===== config.mk =====
export PLATFORM = sky130hd
export DESIGN_NAME = slv_wr_scheduler_flat
export DESIGN_NICKNAME = d
export VERILOG_FILES = /design/src/rtl/slv_wr_sched_pkg.sv /design/src/rtl/slv_wr_scheduler_if.sv /design/src/rtl/axicb_scfifo.sv /design/src/rtl/slv_wr_scheduler.sv /design/src/flat_wrapper.sv
export SDC_FILE = /design/constraint.sdc
export NUM_CORES = 1
export LEC_CHECK = 0
export BUFFER_PORTS_ARGS = -buffer_cell sky130_fd_sc_hd__buf_2
export CAP_MARGIN = 10
export CORE_AREA = 2 2 150 152
export DETAILED_ROUTE_END_ITERATION = 8
export DIE_AREA = 0 0 152 154
export HOLD_SLACK_MARGIN = 0.02
export SETUP_SLACK_MARGIN = 0.2
export SYNTH_ARGS = -nofsm -noshare
export SYNTH_HDL_FRONTEND = slang
export SYNTH_SLANG_ARGS = --single-unit

===== constraint.sdc =====
create_clock -name aclk -period 12.58 [get_ports aclk]
set_input_delay 1.258 -clock aclk [delete_from_list [all_inputs] [get_ports aclk]]
set_output_delay 1.258 -clock aclk [all_outputs]
set_load 0.005 [all_outputs]

===== src/rtl/slv_wr_sched_pkg.sv =====
// Shared helpers for the write-port scheduler: index width and the
// round-robin pick / one-hot encode used by AW arbitration.
package slv_wr_sched_pkg;

    localparam int unsigned MAX_REQ   = 8;
    localparam int unsigned MAX_IDX_W = 3;

    function automatic int unsigned idx_width(input int unsigned n);
        return (n <= 2) ? 1 : $clog2(n);
    endfunction

    // First set req bit at or after ptr, scanning circularly over n requesters.
    function automatic logic [MAX_REQ-1:0] rr_pick(input logic [MAX_REQ-1:0]   req,
                                                   input logic [MAX_IDX_W-1:0] ptr,
                                                   input int unsigned          n);
        logic [MAX_REQ-1:0]   gnt;
        logic [MAX_IDX_W-1:0] pos;
        logic                 found;
        gnt   = '0;
        found = 1'b0;
        for (int unsigned k = 0; k < MAX_REQ; k++) begin
            pos = MAX_IDX_W'((32'(ptr) + k) % n);
            if ((k < n) && !found && req[pos]) begin
                gnt[pos] = 1'b1;
                found    = 1'b1;
            end
        end
        return gnt;
    endfunction

    function automatic logic [MAX_IDX_W-1:0] oh2idx(input logic [MAX_REQ-1:0] oh);
        logic [MAX_IDX_W-1:0] idx;
        idx = '0;
        for (int unsigned i = 0; i < MAX_REQ; i++) begin
            if (oh[i]) idx = idx | MAX_IDX_W'(i);
        end
        return idx;
    endfunction

endpackage


===== src/rtl/slv_wr_scheduler_if.sv =====
// Requester-side and slave-side AW/W signals of the shared write port.
interface slv_wr_scheduler_if
    import slv_wr_sched_pkg::*;
#(
    parameter int unsigned NB_REQ   = 4,
    parameter int unsigned AW_PLD_W = 32,
    parameter int unsigned W_PLD_W  = 40,
    parameter int unsigned IDX_W    = idx_width(NB_REQ)
);

    logic [NB_REQ-1:0]          s_awvalid;
    logic [NB_REQ-1:0]          s_awready;
    logic [NB_REQ*AW_PLD_W-1:0] s_awpld;
    logic [NB_REQ-1:0]          s_wvalid;
    logic [NB_REQ-1:0]          s_wready;
    logic [NB_REQ-1:0]          s_wlast;
    logic [NB_REQ*W_PLD_W-1:0]  s_wpld;

    logic                       m_awvalid;
    logic                       m_awready;
    logic [AW_PLD_W-1:0]        m_awpld;
    logic                       m_wvalid;
    logic                       m_wready;
    logic                       m_wlast;
    logic [W_PLD_W-1:0]         m_wpld;
    logic [IDX_W-1:0]           m_wsel;

    // Scheduler view.
    modport slave (
        input  s_awvalid, s_awpld, s_wvalid, s_wlast, s_wpld, m_awready, m_wready,
        output s_awready, s_wready, m_awvalid, m_awpld, m_wvalid, m_wlast, m_wpld, m_wsel
    );

    // Requesters plus downstream slave view.
    modport master (
        output s_awvalid, s_awpld, s_wvalid, s_wlast, s_wpld, m_awready, m_wready,
        input  s_awready, s_wready, m_awvalid, m_awpld, m_wvalid, m_wlast, m_wpld, m_wsel
    );

endinterface


===== src/rtl/axicb_scfifo.sv =====
// Single-clock FIFO with optional pass-through when empty.
module axicb_scfifo #(
    parameter int unsigned PASS_THRU  = 0,
    parameter int unsigned ADDR_WIDTH = 2,
    parameter int unsigned DATA_WIDTH = 2
) (
    input  logic                  aclk,
    input  logic                  aresetn,
    input  logic                  srst,
    input  logic                  flush,
    input  logic [DATA_WIDTH-1:0] data_in,
    input  logic                  push,
    output logic                  full,
    output logic [DATA_WIDTH-1:0] data_out,
    input  logic                  pop,
    output logic                  empty
);

    localparam int unsigned DEPTH = 1 << ADDR_WIDTH;
    localparam int unsigned CW    = ADDR_WIDTH + 1;

    logic [DATA_WIDTH-1:0] mem [DEPTH];
    logic [ADDR_WIDTH-1:0] wr_q, wr_d, rd_q, rd_d;
    logic [CW-1:0]         cnt_q, cnt_d;
    logic                  store_empty, bypass, wr_en, rd_en;

    assign store_empty = (cnt_q == '0);
    assign full        = (cnt_q == CW'(DEPTH));
    assign bypass      = (PASS_THRU != 0) && store_empty && push;
    assign empty       = store_empty & ~bypass;
    assign data_out    = bypass ? data_in : mem[rd_q];
    assign wr_en       = push & ~full & ~(bypass & pop);
    assign rd_en       = pop & ~store_empty;

    always_comb begin
        wr_d  = wr_q;
        rd_d  = rd_q;
        cnt_d = cnt_q;
        if (wr_en) wr_d = wr_q + ADDR_WIDTH'(1);
        if (rd_en) rd_d = rd_q + ADDR_WIDTH'(1);
        if (wr_en && !rd_en) cnt_d = cnt_q + CW'(1);
        if (!wr_en && rd_en) cnt_d = cnt_q - CW'(1);
    end

    always_ff @(posedge aclk or negedge aresetn) begin
        if (!aresetn) begin
            wr_q  <= '0;
            rd_q  <= '0;
            cnt_q <= '0;
        end else if (srst || flush) begin
            wr_q  <= '0;
            rd_q  <= '0;
            cnt_q <= '0;
        end else begin
            wr_q  <= wr_d;
            rd_q  <= rd_d;
            cnt_q <= cnt_d;
        end
    end

    // Storage needs no reset: reads are qualified by the count.
    always_ff @(posedge aclk) begin
        if (wr_en) mem[wr_q] <= data_in;
    end

endmodule


===== src/rtl/slv_wr_scheduler.sv =====
// Shares one AXI slave AW+W port among NB_REQ requesters: round-robin AW with
// grant lock under backpressure, W routed in AW grant order via a small FIFO.
module slv_wr_scheduler
    import slv_wr_sched_pkg::*;
#(
    parameter int unsigned NB_REQ           = 4,
    parameter int unsigned AW_PLD_W         = 32,
    parameter int unsigned W_PLD_W          = 40,
    parameter int unsigned GNT_FIFO_DEPTH_W = 2
) (
    input  logic              aclk,
    input  logic              aresetn,
    input  logic              srst,
    slv_wr_scheduler_if.slave bus
);

    localparam int unsigned IDX_W = idx_width(NB_REQ);

    logic [NB_REQ-1:0]   req, gnt_rr, gnt, gnt_q, gnt_d;
    logic                lock_q, lock_d;
    logic [IDX_W-1:0]    ptr_q, ptr_d, gnt_idx, head;
    logic                fifo_full, fifo_empty;
    logic                aw_valid, aw_hs, w_valid, w_pop;
    logic [AW_PLD_W-1:0] aw_pld;
    logic [NB_REQ-1:0]   w_rdy;

    // AW arbitration: locked grant overrides the round-robin pick.
    assign req      = bus.s_awvalid & {NB_REQ{~fifo_full}};
    assign gnt_rr   = NB_REQ'(rr_pick(MAX_REQ'(req), MAX_IDX_W'(ptr_q), NB_REQ));
    assign gnt      = lock_q ? gnt_q : gnt_rr;
    assign gnt_idx  = IDX_W'(oh2idx(MAX_REQ'(gnt)));
    assign aw_valid = |(gnt & req);
    assign aw_hs    = aw_valid & bus.m_awready;

    always_comb begin
        aw_pld = '0;
        for (int unsigned i = 0; i < NB_REQ; i++) begin
            if (gnt[i]) aw_pld = aw_pld | bus.s_awpld[i*AW_PLD_W +: AW_PLD_W];
        end
    end

    assign bus.m_awvalid = aw_valid;
    assign bus.m_awpld   = aw_pld;
    assign bus.s_awready = gnt & {NB_REQ{bus.m_awready & ~fifo_full}};

    always_comb begin
        lock_d = lock_q;
        gnt_d  = gnt_q;
        ptr_d  = ptr_q;
        if (aw_hs) begin
            lock_d = 1'b0;
            ptr_d  = (gnt_idx == IDX_W'(NB_REQ - 1)) ? '0 : gnt_idx + IDX_W'(1);
        end else if (aw_valid) begin
            lock_d = 1'b1;
            gnt_d  = gnt;
        end
    end

    always_ff @(posedge aclk or negedge aresetn) begin
        if (!aresetn) begin
            lock_q <= 1'b0;
            gnt_q  <= '0;
            ptr_q  <= '0;
        end else if (srst) begin
            lock_q <= 1'b0;
            gnt_q  <= '0;
            ptr_q  <= '0;
        end else begin
            lock_q <= lock_d;
            gnt_q  <= gnt_d;
            ptr_q  <= ptr_d;
        end
    end

    axicb_scfifo #(
        .PASS_THRU  (0),
        .ADDR_WIDTH (GNT_FIFO_DEPTH_W),
        .DATA_WIDTH (IDX_W)
    ) u_gnt_fifo (
        .aclk     (aclk),
        .aresetn  (aresetn),
        .srst     (srst),
        .flush    (1'b0),
        .data_in  (gnt_idx),
        .push     (aw_hs),
        .full     (fifo_full),
        .data_out (head),
        .pop      (w_pop),
        .empty    (fifo_empty)
    );

    // W routing from the FIFO head; everything is gated off while empty.
    assign w_valid = ~fifo_empty & bus.s_wvalid[head];
    assign w_pop   = w_valid & bus.m_wready & bus.s_wlast[head];

    always_comb begin
        w_rdy = '0;
        for (int unsigned i = 0; i < NB_REQ; i++) begin
            w_rdy[i] = ~fifo_empty & (head == IDX_W'(i)) & bus.m_wready;
        end
    end

    assign bus.s_wready = w_rdy;
    assign bus.m_wvalid = w_valid;
    assign bus.m_wlast  = ~fifo_empty & bus.s_wlast[head];
    assign bus.m_wpld   = fifo_empty ? '0 : bus.s_wpld[head*W_PLD_W +: W_PLD_W];
    assign bus.m_wsel   = fifo_empty ? '0 : head;

endmodule


===== src/flat_wrapper.sv =====
// flat-port wrapper written by rule: the top's interface ports become plain ports
module slv_wr_scheduler_flat import slv_wr_sched_pkg::*;
#(
    parameter int unsigned NB_REQ           = 4,
    parameter int unsigned AW_PLD_W         = 32,
    parameter int unsigned W_PLD_W          = 40,
    parameter int unsigned GNT_FIFO_DEPTH_W = 2
)
  (aclk, aresetn, srst, bus_s_awvalid, bus_s_awpld, bus_s_wvalid, bus_s_wlast, bus_s_wpld, bus_m_awready, bus_m_wready, bus_s_awready, bus_s_wready, bus_m_awvalid, bus_m_awpld, bus_m_wvalid, bus_m_wlast, bus_m_wpld, bus_m_wsel);
  slv_wr_scheduler_if #(.NB_REQ(NB_REQ), .AW_PLD_W(AW_PLD_W), .W_PLD_W(W_PLD_W)) bus_i ();
  input  logic aclk;
  input  logic aresetn;
  input  logic srst;
  input wire logic [$bits(bus_i.s_awvalid)-1:0] bus_s_awvalid;
  input wire logic [$bits(bus_i.s_awpld)-1:0] bus_s_awpld;
  input wire logic [$bits(bus_i.s_wvalid)-1:0] bus_s_wvalid;
  input wire logic [$bits(bus_i.s_wlast)-1:0] bus_s_wlast;
  input wire logic [$bits(bus_i.s_wpld)-1:0] bus_s_wpld;
  input wire logic [$bits(bus_i.m_awready)-1:0] bus_m_awready;
  input wire logic [$bits(bus_i.m_wready)-1:0] bus_m_wready;
  output wire logic [$bits(bus_i.s_awready)-1:0] bus_s_awready;
  output wire logic [$bits(bus_i.s_wready)-1:0] bus_s_wready;
  output wire logic [$bits(bus_i.m_awvalid)-1:0] bus_m_awvalid;
  output wire logic [$bits(bus_i.m_awpld)-1:0] bus_m_awpld;
  output wire logic [$bits(bus_i.m_wvalid)-1:0] bus_m_wvalid;
  output wire logic [$bits(bus_i.m_wlast)-1:0] bus_m_wlast;
  output wire logic [$bits(bus_i.m_wpld)-1:0] bus_m_wpld;
  output wire logic [$bits(bus_i.m_wsel)-1:0] bus_m_wsel;
  assign bus_i.s_awvalid = bus_s_awvalid;
  assign bus_i.s_awpld = bus_s_awpld;
  assign bus_i.s_wvalid = bus_s_wvalid;
  assign bus_i.s_wlast = bus_s_wlast;
  assign bus_i.s_wpld = bus_s_wpld;
  assign bus_i.m_awready = bus_m_awready;
  assign bus_i.m_wready = bus_m_wready;
  assign bus_s_awready = bus_i.s_awready;
  assign bus_s_wready = bus_i.s_wready;
  assign bus_m_awvalid = bus_i.m_awvalid;
  assign bus_m_awpld = bus_i.m_awpld;
  assign bus_m_wvalid = bus_i.m_wvalid;
  assign bus_m_wlast = bus_i.m_wlast;
  assign bus_m_wpld = bus_i.m_wpld;
  assign bus_m_wsel = bus_i.m_wsel;
  slv_wr_scheduler #(.NB_REQ(NB_REQ), .AW_PLD_W(AW_PLD_W), .W_PLD_W(W_PLD_W), .GNT_FIFO_DEPTH_W(GNT_FIFO_DEPTH_W)) u_core (.aclk(aclk), .aresetn(aresetn), .srst(srst), .bus(bus_i));
endmodule

# Yosys cells after proc, flatten, opt, wreduce, memory -nomap -nowiden
# Memories as Yosys holds them, arrays and structs flattened.
# Index checks and enable logic that the tools add are counted.
[classes]
n_mux = 55
multipliers = 1
bitwise_logic = 27
n_eq_ne = 6
n_addsub = 8
n_shift = 1
n_lt_le_gt_ge = 9
reduce_logical = 24
[op_table]
columns = ["cell", "n"]
rows = [
  ["$shiftx A160 B9 Y40", 1],
  ["$mux W32", 4],
  ["$or A32 B32 Y32", 3],
  ["$mux W40", 1],
  ["$mux W4", 8],
  ["$mux W2", 10],
  ["$mux W1", 19],
  ["$and A1 B1 Y1", 16],
  ["$lt A2 B4 Y1 const B", 4],
  ["$and A4 B4 Y4", 3],
  ["$bmux W1 S2", 6],
  ["$or A4 B4 Y4", 3],
  ["$logic_and A1 B1 Y1", 9],
  ["$mux W3", 3],
  ["$add A2 B1 Y2 const B", 4],
  ["$demux W1 S2", 4],
  ["$ge A2 B1 Y1 const B", 4],
  ["$reduce_bool A2 Y1", 4],
  ["$eq A2 B2 Y1 const B", 3],
  ["$reduce_bool A3 Y1", 2],
  ["$logic_not A1 Y1", 5],
  ["$mul A2 B3 Y5 const B", 1],
  ["$add A2 B2 Y2 const B", 2],
  ["$reduce_or A4 Y1", 1],
  ["other kinds (10)", 11],
]
[word_totals]
in_bits = 305
mem_bits_rw = 8
out_inout_bits = 85
mem_count = 1
elab_cells = 138
ff_bits = 14
[memory_table]
columns = ["name", "words", "width", "rd", "rd_ports_with_merged_regs", "write_ports", "line", "source"]
rows = [
  ["u_core.u_gnt_fifo.mem", 4, 2, 1, 0, 1, "axicb_scfifo.sv:22", "logic [DATA_WIDTH-1:0] mem [DEPTH];"],
]

# Logic depth before layout (Yosys ltp)
# Gate-level depths: netlist (run 1).
[logic_depth]
ltp_word = 24
ltp_mapped = 16
depth_no_buf = 14

# Cells and area by module
# Synthesis (run 1) repeated with hierarchy kept, for this count alone.
[unflattened]
cells_unflattened = 408
area_unflattened_um2 = 3833.7
[modules_own_cells]
columns = ["mod", "seq_area_each_um2", "area_each_um2", "cells_per_inst", "instances"]
rows = [
  ["slv_wr_scheduler", 175.2, 2975.4, 334, 1],
  ["axicb_scfifo", 415.4, 858.3, 74, 1],
]

# Worst setup path before layout (run 1)
# No wires, ideal clock.
[synth_path]
path_kind = "input port to output port"
from = "input bus_s_awvalid[0]"
to = "output bus_m_awpld[24]"
path_stages = 8
setup_slack_ps = 8077
path_buffers = 1
required_time_ps = 11322
arrival_ps = 3245
path_cell_list = "or3b_1 -> a2111oi_4 -> o21ai_0 -> and4_1 -> a21oi_1 -> clkbuf_1 -> a222oi_1 -> nand2_1"
[synth_via]
elab_chain_cells = 21
word_cells_on_any_way = 33
cone_classes = "mux (20); bitwise (7); reduce/logical (6)"
[synth_lines]
columns = ["element", "line", "source"]
rows = [
  ["start: declaration", "flat_wrapper.sv:14", "input wire logic [$bits(bus_i.s_awvalid)-1:0] bus_s_awvalid;"],
  ["$and A4 B4 Y4 (*)", "slv_wr_scheduler.sv:28", "assign req = bus.s_awvalid & {NB_REQ{~fifo_full}};"],
  ["$bmux W1 S2", "slv_wr_sched_pkg.sv:23", "if ((k < n) && !found && req[pos]) begin"],
  ["$mux W1 (not written as such)", "slv_wr_sched_pkg.sv:23", ""],
  ["$mux W1", "slv_wr_sched_pkg.sv:23", ""],
  ["$logic_not A1 Y1", "slv_wr_sched_pkg.sv:23", ""],
  ["$logic_and A1 B1 Y1", "slv_wr_sched_pkg.sv:23", ""],
  ["$mux W1", "slv_wr_sched_pkg.sv:23", ""],
  ["$logic_not A1 Y1", "slv_wr_sched_pkg.sv:23", ""],
  ["(+5 left out)", "n/a", ""],
  ["$mux W4 (*)", "slv_wr_scheduler.sv:30", "assign gnt = lock_q ? gnt_q : gnt_rr;"],
  ["$mux W32", "slv_wr_scheduler.sv:38", "if (gnt[i]) aw_pld = aw_pld | bus.s_awpld[i*AW_PLD_W +: AW_PLD_W];"],
  ["$or A32 B32 Y32", "slv_wr_scheduler.sv:38", ""],
  ["$mux W32", "slv_wr_scheduler.sv:38", ""],
  ["$or A32 B32 Y32", "slv_wr_scheduler.sv:38", ""],
  ["$mux W32", "slv_wr_scheduler.sv:38", ""],
  ["$or A32 B32 Y32", "slv_wr_scheduler.sv:38", ""],
  ["$mux W32 (*)", "slv_wr_scheduler.sv:38", ""],
  ["end: declaration", "flat_wrapper.sv:24", "output wire logic [$bits(bus_i.m_awpld)-1:0] bus_m_awpld;"],
]
# Mark *: on every way between the ends. The rest lies on a longest branch, timed or not. The select of a mux whose other input is x is not followed.

# Worst setup path after layout (run 1)
[layout_path]
from = "register u_core.ptr_q[0]"
to = "output bus_m_awpld[31]"
[layout_via]
elab_chain_cells = 20
word_cells_on_any_way = 55
cone_classes = "add/sub (3); order compare (8); mux (28); bitwise (6); reduce/logical (10)"
[layout_lines]
columns = ["element", "line", "source"]
rows = [
  ["start: declaration", "slv_wr_scheduler.sv:21", "logic [IDX_W-1:0] ptr_q, ptr_d, gnt_idx, head;"],
  ["start signal: assignment", "slv_wr_scheduler.sv:71", "ptr_q <= ptr_d;"],
  ["parallel branches: the longest is 11 deep, another holds $lt A2 B4 Y1", "n/a", ""],
  ["$mux W4 (*)", "slv_wr_sched_pkg.sv:23", ""],
  ["$mux W4 (*)", "slv_wr_scheduler.sv:30", ""],
  ["$mux W32", "slv_wr_scheduler.sv:38", ""],
  ["$or A32 B32 Y32", "slv_wr_scheduler.sv:38", ""],
  ["$mux W32", "slv_wr_scheduler.sv:38", ""],
  ["$or A32 B32 Y32", "slv_wr_scheduler.sv:38", ""],
  ["$mux W32", "slv_wr_scheduler.sv:38", ""],
  ["$or A32 B32 Y32", "slv_wr_scheduler.sv:38", ""],
  ["$mux W32 (*)", "slv_wr_scheduler.sv:38", ""],
]
# Mark *: on every way between the ends. The select of a mux whose other input is x is not followed.

==> metrics.csv, run 1 <==
metric,value,unit
global router's overall resource usage,17.5,%
Synth-to-Final Area Change,63.9,%
Compound-Gate Fraction of Synth Area,17.0,%
Die H,154,µm
clock tree buffer depth,2,
CTS Buf Count,3,
largest net degree at the start of global routing,48,
number of routed nets with antenna violations,0,
CTS tree,done,
Worst-Margin Slew,1.02,ns
GRT overflow,0,
"count leader, synth",nand2_1,
worst-path fanout max,37,
fmax,188,MHz
clk_skew,0.00564,ns
Synth top cells by count,"72 x nand2_1, 50 x and2_1, 44 x mux4_2",
final setup fails,0,
post-synthesis cell area,3670,µm²
global-route wire length before repair,30700,µm
max-slew violation count,0,
clock sink total,22,
sequential share of power,9.4,%
number of synthesized flops with an enable pin,8,
Iteration-0 DRC Markers,465,
NetSw,0.639,mW
worst setup margin,7.27,ns
H-tree depth,1,
postcts setup bufs,0,
wire per inst,21.1,µm
Syn Nets,701,
FILL cells,2368,
vias in the first global route,4765,
Comb pwr share,84.0,%
Simple-Gate Fraction of Synth Area,25.4,%
setup repair after global routing missed its margin,no,
WS Path Type,reg2out,
Initial Util,16.9,%
CP endpoint kind,primary output,
share of post-route cells with drive strength above 1,60.8,%
Hold Path Class,reg2reg,
initial antenna violation count,20,
die footprint,23400,µm²
"worst slack, placed",7.41,ns
ys async rst share,63.6,%
Static Leak,3.03,nW
"Primary FF master, synth",dfrtp_1,
Die Wd,152,µm
Yosys cell types,52,
routed vias/inst,4.71,
Reg area,591,µm²
CP arrival,4.05,ns
Period minus WS final,5.31,ns
multi-input logic area,2930,µm²
sequential element share of the synthesized area,16.1,%
post-synth top area share,27.0,%
Setup TNS,0,ns
hold buffers post-CTS,0,
via count,4885,
Avg Inst Size Synth,9.58,µm²
synth warn,0,
mux cell area share after synthesis,30.7,%
drt pass-1 iters,6,
DRC violations left,0,
Fin. Hold Viols,0,
largest family of logic cells by synthesized area,multiplexers,
Synth area leader,mux4_2,
adder-cell share of the synthesized area,4.64,%
worst path required time,11.32,ns
XOR/XNOR share of the synthesized area,1.57,%
clock transition at the registers of the reported paths,0.06,ns
DP HPWL,19100,µm
status,finished clean,
Slew HR,32.1,%
"top cells by area, synth","mux4_2 27%, dfrtp_1 9.6%, a222oi_1 8.7%, and2_1 8.5%, nand2_1 7.4%",
Max-Cap Viols,0,
startpoint types,flop,
Post-Route WL,21900,µm
Pint,0.704,mW
worst vdd ir,0.110,mV
clock group share of total power,6.6,%
# nets final,1066,
Cells after Synth,383,
CTS root buf,clkbuf_16,
Port Buf Inserts,389,
Rows,54,
sw frac,47.6,%
I/O pin count,390,
final period utilization,42.2,%
Placer Congestion,0.902,
Synth Register Bits,22,
CTS resizes,0,
Clock Latency Late Sink,0.26,ns
core area,21700,µm²
Power Density,223,nW/µm²
worst max-delay path: stages, from the launching register on:
cell,delay [ns]
dfrtp_1,0.56
inv_1,0.24
ha_1,0.45
or3b_1,0.43
a2111oi_4,0.43
o21ai_0,0.14
and4_1,0.21
a21oi_4,0.77
a222oi_1,0.23
nand2_1,0.12
buf_2,0.18
routing by layer:
layer | global-route usage, % | vias up | routed length [µm]
li1 | - | 2247 | -
met1 | 17.7 | 2255 | 7200
met2 | 34.3 | 334 | 12000
met3 | 2.99 | 45 | 1710
met4 | 8.99 | 4 | 958
met5 | 0 | - | 27
cells by family (layout without fill, tap and decap cells):
logic type	after synthesis	count (layout)
multiplexers	57	57
flip-flops	22	22
adder cells (fa/ha/maj)	13	13
AO/OA/AOI/OAI	64	64
AND/OR/NAND/NOR	181	181
XOR/XNOR	5	5
buffers and inverters	41	405
other	0	10
power by group through the flow:
stage	clock network (mW)	registers (mW)	logic, mW
after floorplan	0	0.117	0.742
after global placement	0	0.127	1.13
after detailed placement	0	0.128	1.14
after CTS	0.0906	0.126	1.14
after global routing	0.0938	0.130	1.23
final	0.0889	0.126	1.13
registers in the layout (all words and copies together), names as in the netlist:
name                     cells
u_core.u_gnt_fifo.wr_q       2
u_core.u_gnt_fifo.cnt_q      3
u_core.ptr_q                 2
u_core.u_gnt_fifo.rd_q       2
u_core.u_gnt_fifo.mem        8
u_core.gnt_q                 4
u_core.lock_q                1
final timing paths:
path / slack (ns) / start / depth (start not counted) / endpoint
worst max register to register: 7.79 / u_core.ptr_q[0] / 13 / u_core.u_gnt_fifo.cnt_q[2]
worst min register to register: 0.53 / u_core.gnt_q[0] / 2 / u_core.gnt_q[0]
max in group asynchronous: 11.42 / aresetn / 1 / u_core.u_gnt_fifo.wr_q[1]
worst max-delay path: 7.27 / u_core.ptr_q[0] / 10 / bus_m_awpld[31]
min in group asynchronous: 0.90 / aresetn / 1 / u_core.u_gnt_fifo.cnt_q[2]
worst min-delay path: 0.53 / u_core.gnt_q[0] / 2 / u_core.gnt_q[0]
layout by cell type, fill, tap and decap left out, types with 3 or more instances in the layout:
cell       synthesis  final
and3_1             6      6
clkbuf_16          0      3
or3_1              3      3
a222oi_1          32     32
dfrtp_1           14     14
ha_1              12     12
diode_2            0     10
nor3b_1            5      5
mux2i_1           10     10
nand2b_1           3      3
mux4_2            44     43
a31oi_1            4      4
inv_1              7      7
buf_4              0      5
nor2_1            19     19
nand3_1            3      3
o21ai_0            6      6
buf_2              8    389
edfxtp_1           8      8
o211ai_1           4      4
o21ai_1            4      4
nand2_1           72     72
nor4_1             4      4
and2_1            50     50
metrics by stage:
stage               util [%]  instance area, µm²  cells  hold slack, ns  power (mW)
floorplan                  -                3670    383           0.477       0.859
global placement        27.1                5880   1023           0.513        1.26
detailed placement      27.1                5880   1023           0.529        1.27
CTS                     27.6                5990   1027           0.542        1.36
global route            27.7                6010   1037           0.573        1.45
finish                  27.7                6010   1037           0.528        1.34
area by class of cell:
cell class,instances,share of cell area (%)
sequential,22,9.82
inverter,7,0.437
antenna,10,0.416
clock buffer,3,1.25
clock inverter,1,0.499
tap,280,5.83
multi-input combinational,320,48.7
timing repair buffer,394,33.0
(Power assumes the default switching activity.)
==> run 2: changes to the inputs <==
Settings changed: CORE_AREA 2 2 150 152 to 2 2 152 154, DIE_AREA 0 0 152 154 to 0 0 154 156.
Clock period 12.58 ns to 5 ns, I/O delays scaled along.
==> run 2 against run 1 <==
Global-route usage increased by 1.2 points. Utilization fell by 0.67 points. Critical endpoint is now bus_m_awpld[2]. Critical path depth did not move. Largest power group unchanged. Sequential cell count unchanged. Cell area up 0.65%. Hold slack worse by 0.37 ns.
==> metrics.csv, run 2 (synthesis gave the netlist of run 1 again) <==
metric,value,unit,change
r2r setup slk,0.80,ns,-6.99 ns
initial antenna violation count,23,,+15%
Setup TNS,0,ns,unchanged
largest net degree at the start of global routing,48,,unchanged
Die Wd,154,µm,+1.3%
number of routed nets with antenna violations,0,,unchanged
share of post-route cells with drive strength above 1,60.9,%,+0.16 points
Slew HR,42.5,%,+10 points
startpoint types,flop,,
most frequent cells in the layout,"389 x buf_2, 72 x nand2_1, 50 x and2_1, 43 x mux4_2, 32 x a222oi_1",,
FILL cells,2446,,+3.3%
final period utilization,89.3,%,
worst vdd ir,0.307,mV,+180%
wire per inst,22.8,µm,+8.0%
Power Density,570,nW/µm²,+160%
vias in the first global route,4903,,+2.9%
core area,22400,µm²,+3.1%
worst r2r src,u_core.ptr_q[0],,
die footprint,24000,µm²,+2.6%
Fin. Hold Viols,0,,unchanged
I/O pin count,390,,unchanged
# nets final,1069,,+0.28%
WS Path Type,reg2out,,
Final Cell Area,6050,µm²,+0.65%
Worst R2R End,u_core.u_gnt_fifo.cnt_q[2],,
via count,4931,,+0.94%
"commonest non-fill, non-tap cell in the layout",buf_2,,
Iteration-0 DRC Markers,350,,-25%
worst reg-to-reg path cell count,13,,unchanged
Static Leak,3.05,nW,+0.50%
status,finished clean,,
clock sink total,22,,unchanged
fmax,224,MHz,
CTS tree,done,,
Setup crit start,u_core.ptr_q[0],,
crit path to,bus_m_awpld[2],,
clock tree buffer depth,2,,unchanged
max-slew violation count,0,,unchanged
Synth-to-Final Area Change,65.0,%,
global-route wire length before repair,32700,µm,+6.3%
Reg area,591,µm²,unchanged
hold buffers post-CTS,0,,unchanged
GRT overflow,0,,unchanged
number of flip-flops under the largest register name,8,,unchanged
CTS root buf,clkbuf_16,,
routed vias/inst,4.70,,-0.21%
worst-path fanout max,29,,-22%
CTS resizes,0,,unchanged
final setup fails,0,,unchanged
global router's overall resource usage,18.7,%,+1.2 points
Clock Latency Late Sink,0.26,ns,about the same
CTS Buf Count,3,,unchanged
Die H,156,µm,+1.3%
Initial Util,16.4,%,-0.51 points
Hold Path Class,in2async,,
DP HPWL,20800,µm,+8.7%
Placer Congestion,0.924,,+2.4%
multi-input logic area,2930,µm²,unchanged
"Cell Area, Placed",5910,µm²,+0.49%
setup repair after global routing missed its margin,no,,
DRC violations left,0,,unchanged
postcts setup bufs,0,,unchanged
worst path required time,4.50,ns,-6.82 ns
H-tree depth,1,,unchanged
Max-Cap Viols,0,,unchanged
Rows,55,,+1.9%
Top reg by flops,u_core.u_gnt_fifo.mem,,
Period minus WS final,4.47,ns,
clk_skew,0.00230,ns,-0.00334 ns
clock transition at the registers of the reported paths,0.06,ns,about the same
final core occ,27.1,%,-0.67 points
drt pass-1 iters,7,,+1
Post-Route WL,23900,µm,+9.3%
Top Registers,"u_core.u_gnt_fifo.mem x8, u_core.gnt_q x4, u_core.u_gnt_fifo.cnt_q x3",,
CP arrival,3.97,ns,-0.08 ns
Worst-Margin Slew,0.860,ns,-0.156 ns
CP endpoint kind,primary output,,
Port Buf Inserts,389,,unchanged
run 2: cell count changes in the layout (fill, tap and decap cells not counted):
cell	before	now
diode_2	10	14
buf_4	5	8
run 2: critical path, stage by stage, from the launching register on:
cell       delay (ns)
dfrtp_1          0.53
inv_1            0.21
ha_1             0.42
or3b_1           0.42
a2111oi_4        0.43
o21ai_0          0.16
and4_1           0.22
a21oi_4          0.67
a222oi_1         0.32
nand2_1          0.19
buf_2            0.13
run 2: where the power goes:
part	leakage (nW)	total, mW	switching (mW)	internal [mW]
logic	2.73	2.91	1.53	1.37
clock network	0.0512	0.227	0.0677	0.159
registers	0.264	0.315	0.0575	0.257
total	3.05	3.45	1.66	1.79
run 2: worst min-delay path by stage:
| stage | from | to | slack [ns] | depth (start not counted) |
|---|---|---|---|---|
| 5_1_grt | aresetn | u_core.ptr_q[1] | 0.18 | 1 |
| 3_3_place_gp | aresetn | u_core.ptr_q[1] | 0.44 | 1 |
| 4_1_cts | aresetn | u_core.lock_q | 0.17 | 1 |
| 6_report | aresetn | u_core.lock_q | 0.16 | 1 |
| 3_5_place_dp | aresetn | u_core.lock_q | 0.45 | 1 |
| 2_1_floorplan | aresetn | u_core.gnt_q[0] | 0.20 | 0 |
run 2: layout make-up:
class | instances | area share (%)
diodes | 14 | 0.579
clock buffers | 3 | 1.24
clock inverters | 1 | 0.496
inverters | 7 | 0.434
multi-input cells | 320 | 48.4
flip-flops and latches | 22 | 9.76
well taps | 285 | 5.89
repair buffers | 397 | 33.2
run 2: per-layer routing:
metal	global-route usage, %	vias to the layer above	share of wire, %
met1	17.4	2304	32
met2	38.2	323	58
met3	3.08	43	6.9
li1	-	2259	-
met5	0	-	0.054
met4	10.2	2	3.6
run 2: metrics by stage:
stage	hold WS (ns)	worst slack, ns	instances	total power [mW]
2_1_floorplan	0.204	0.813	383	2.16
3_3_place_gp	0.443	0.957	1031	3.25
3_5_place_dp	0.450	0.859	1031	3.26
4_1_cts	0.174	0.579	1035	3.50
5_1_grt	0.183	0.345	1047	3.75
6_report	0.158	0.534	1049	3.45
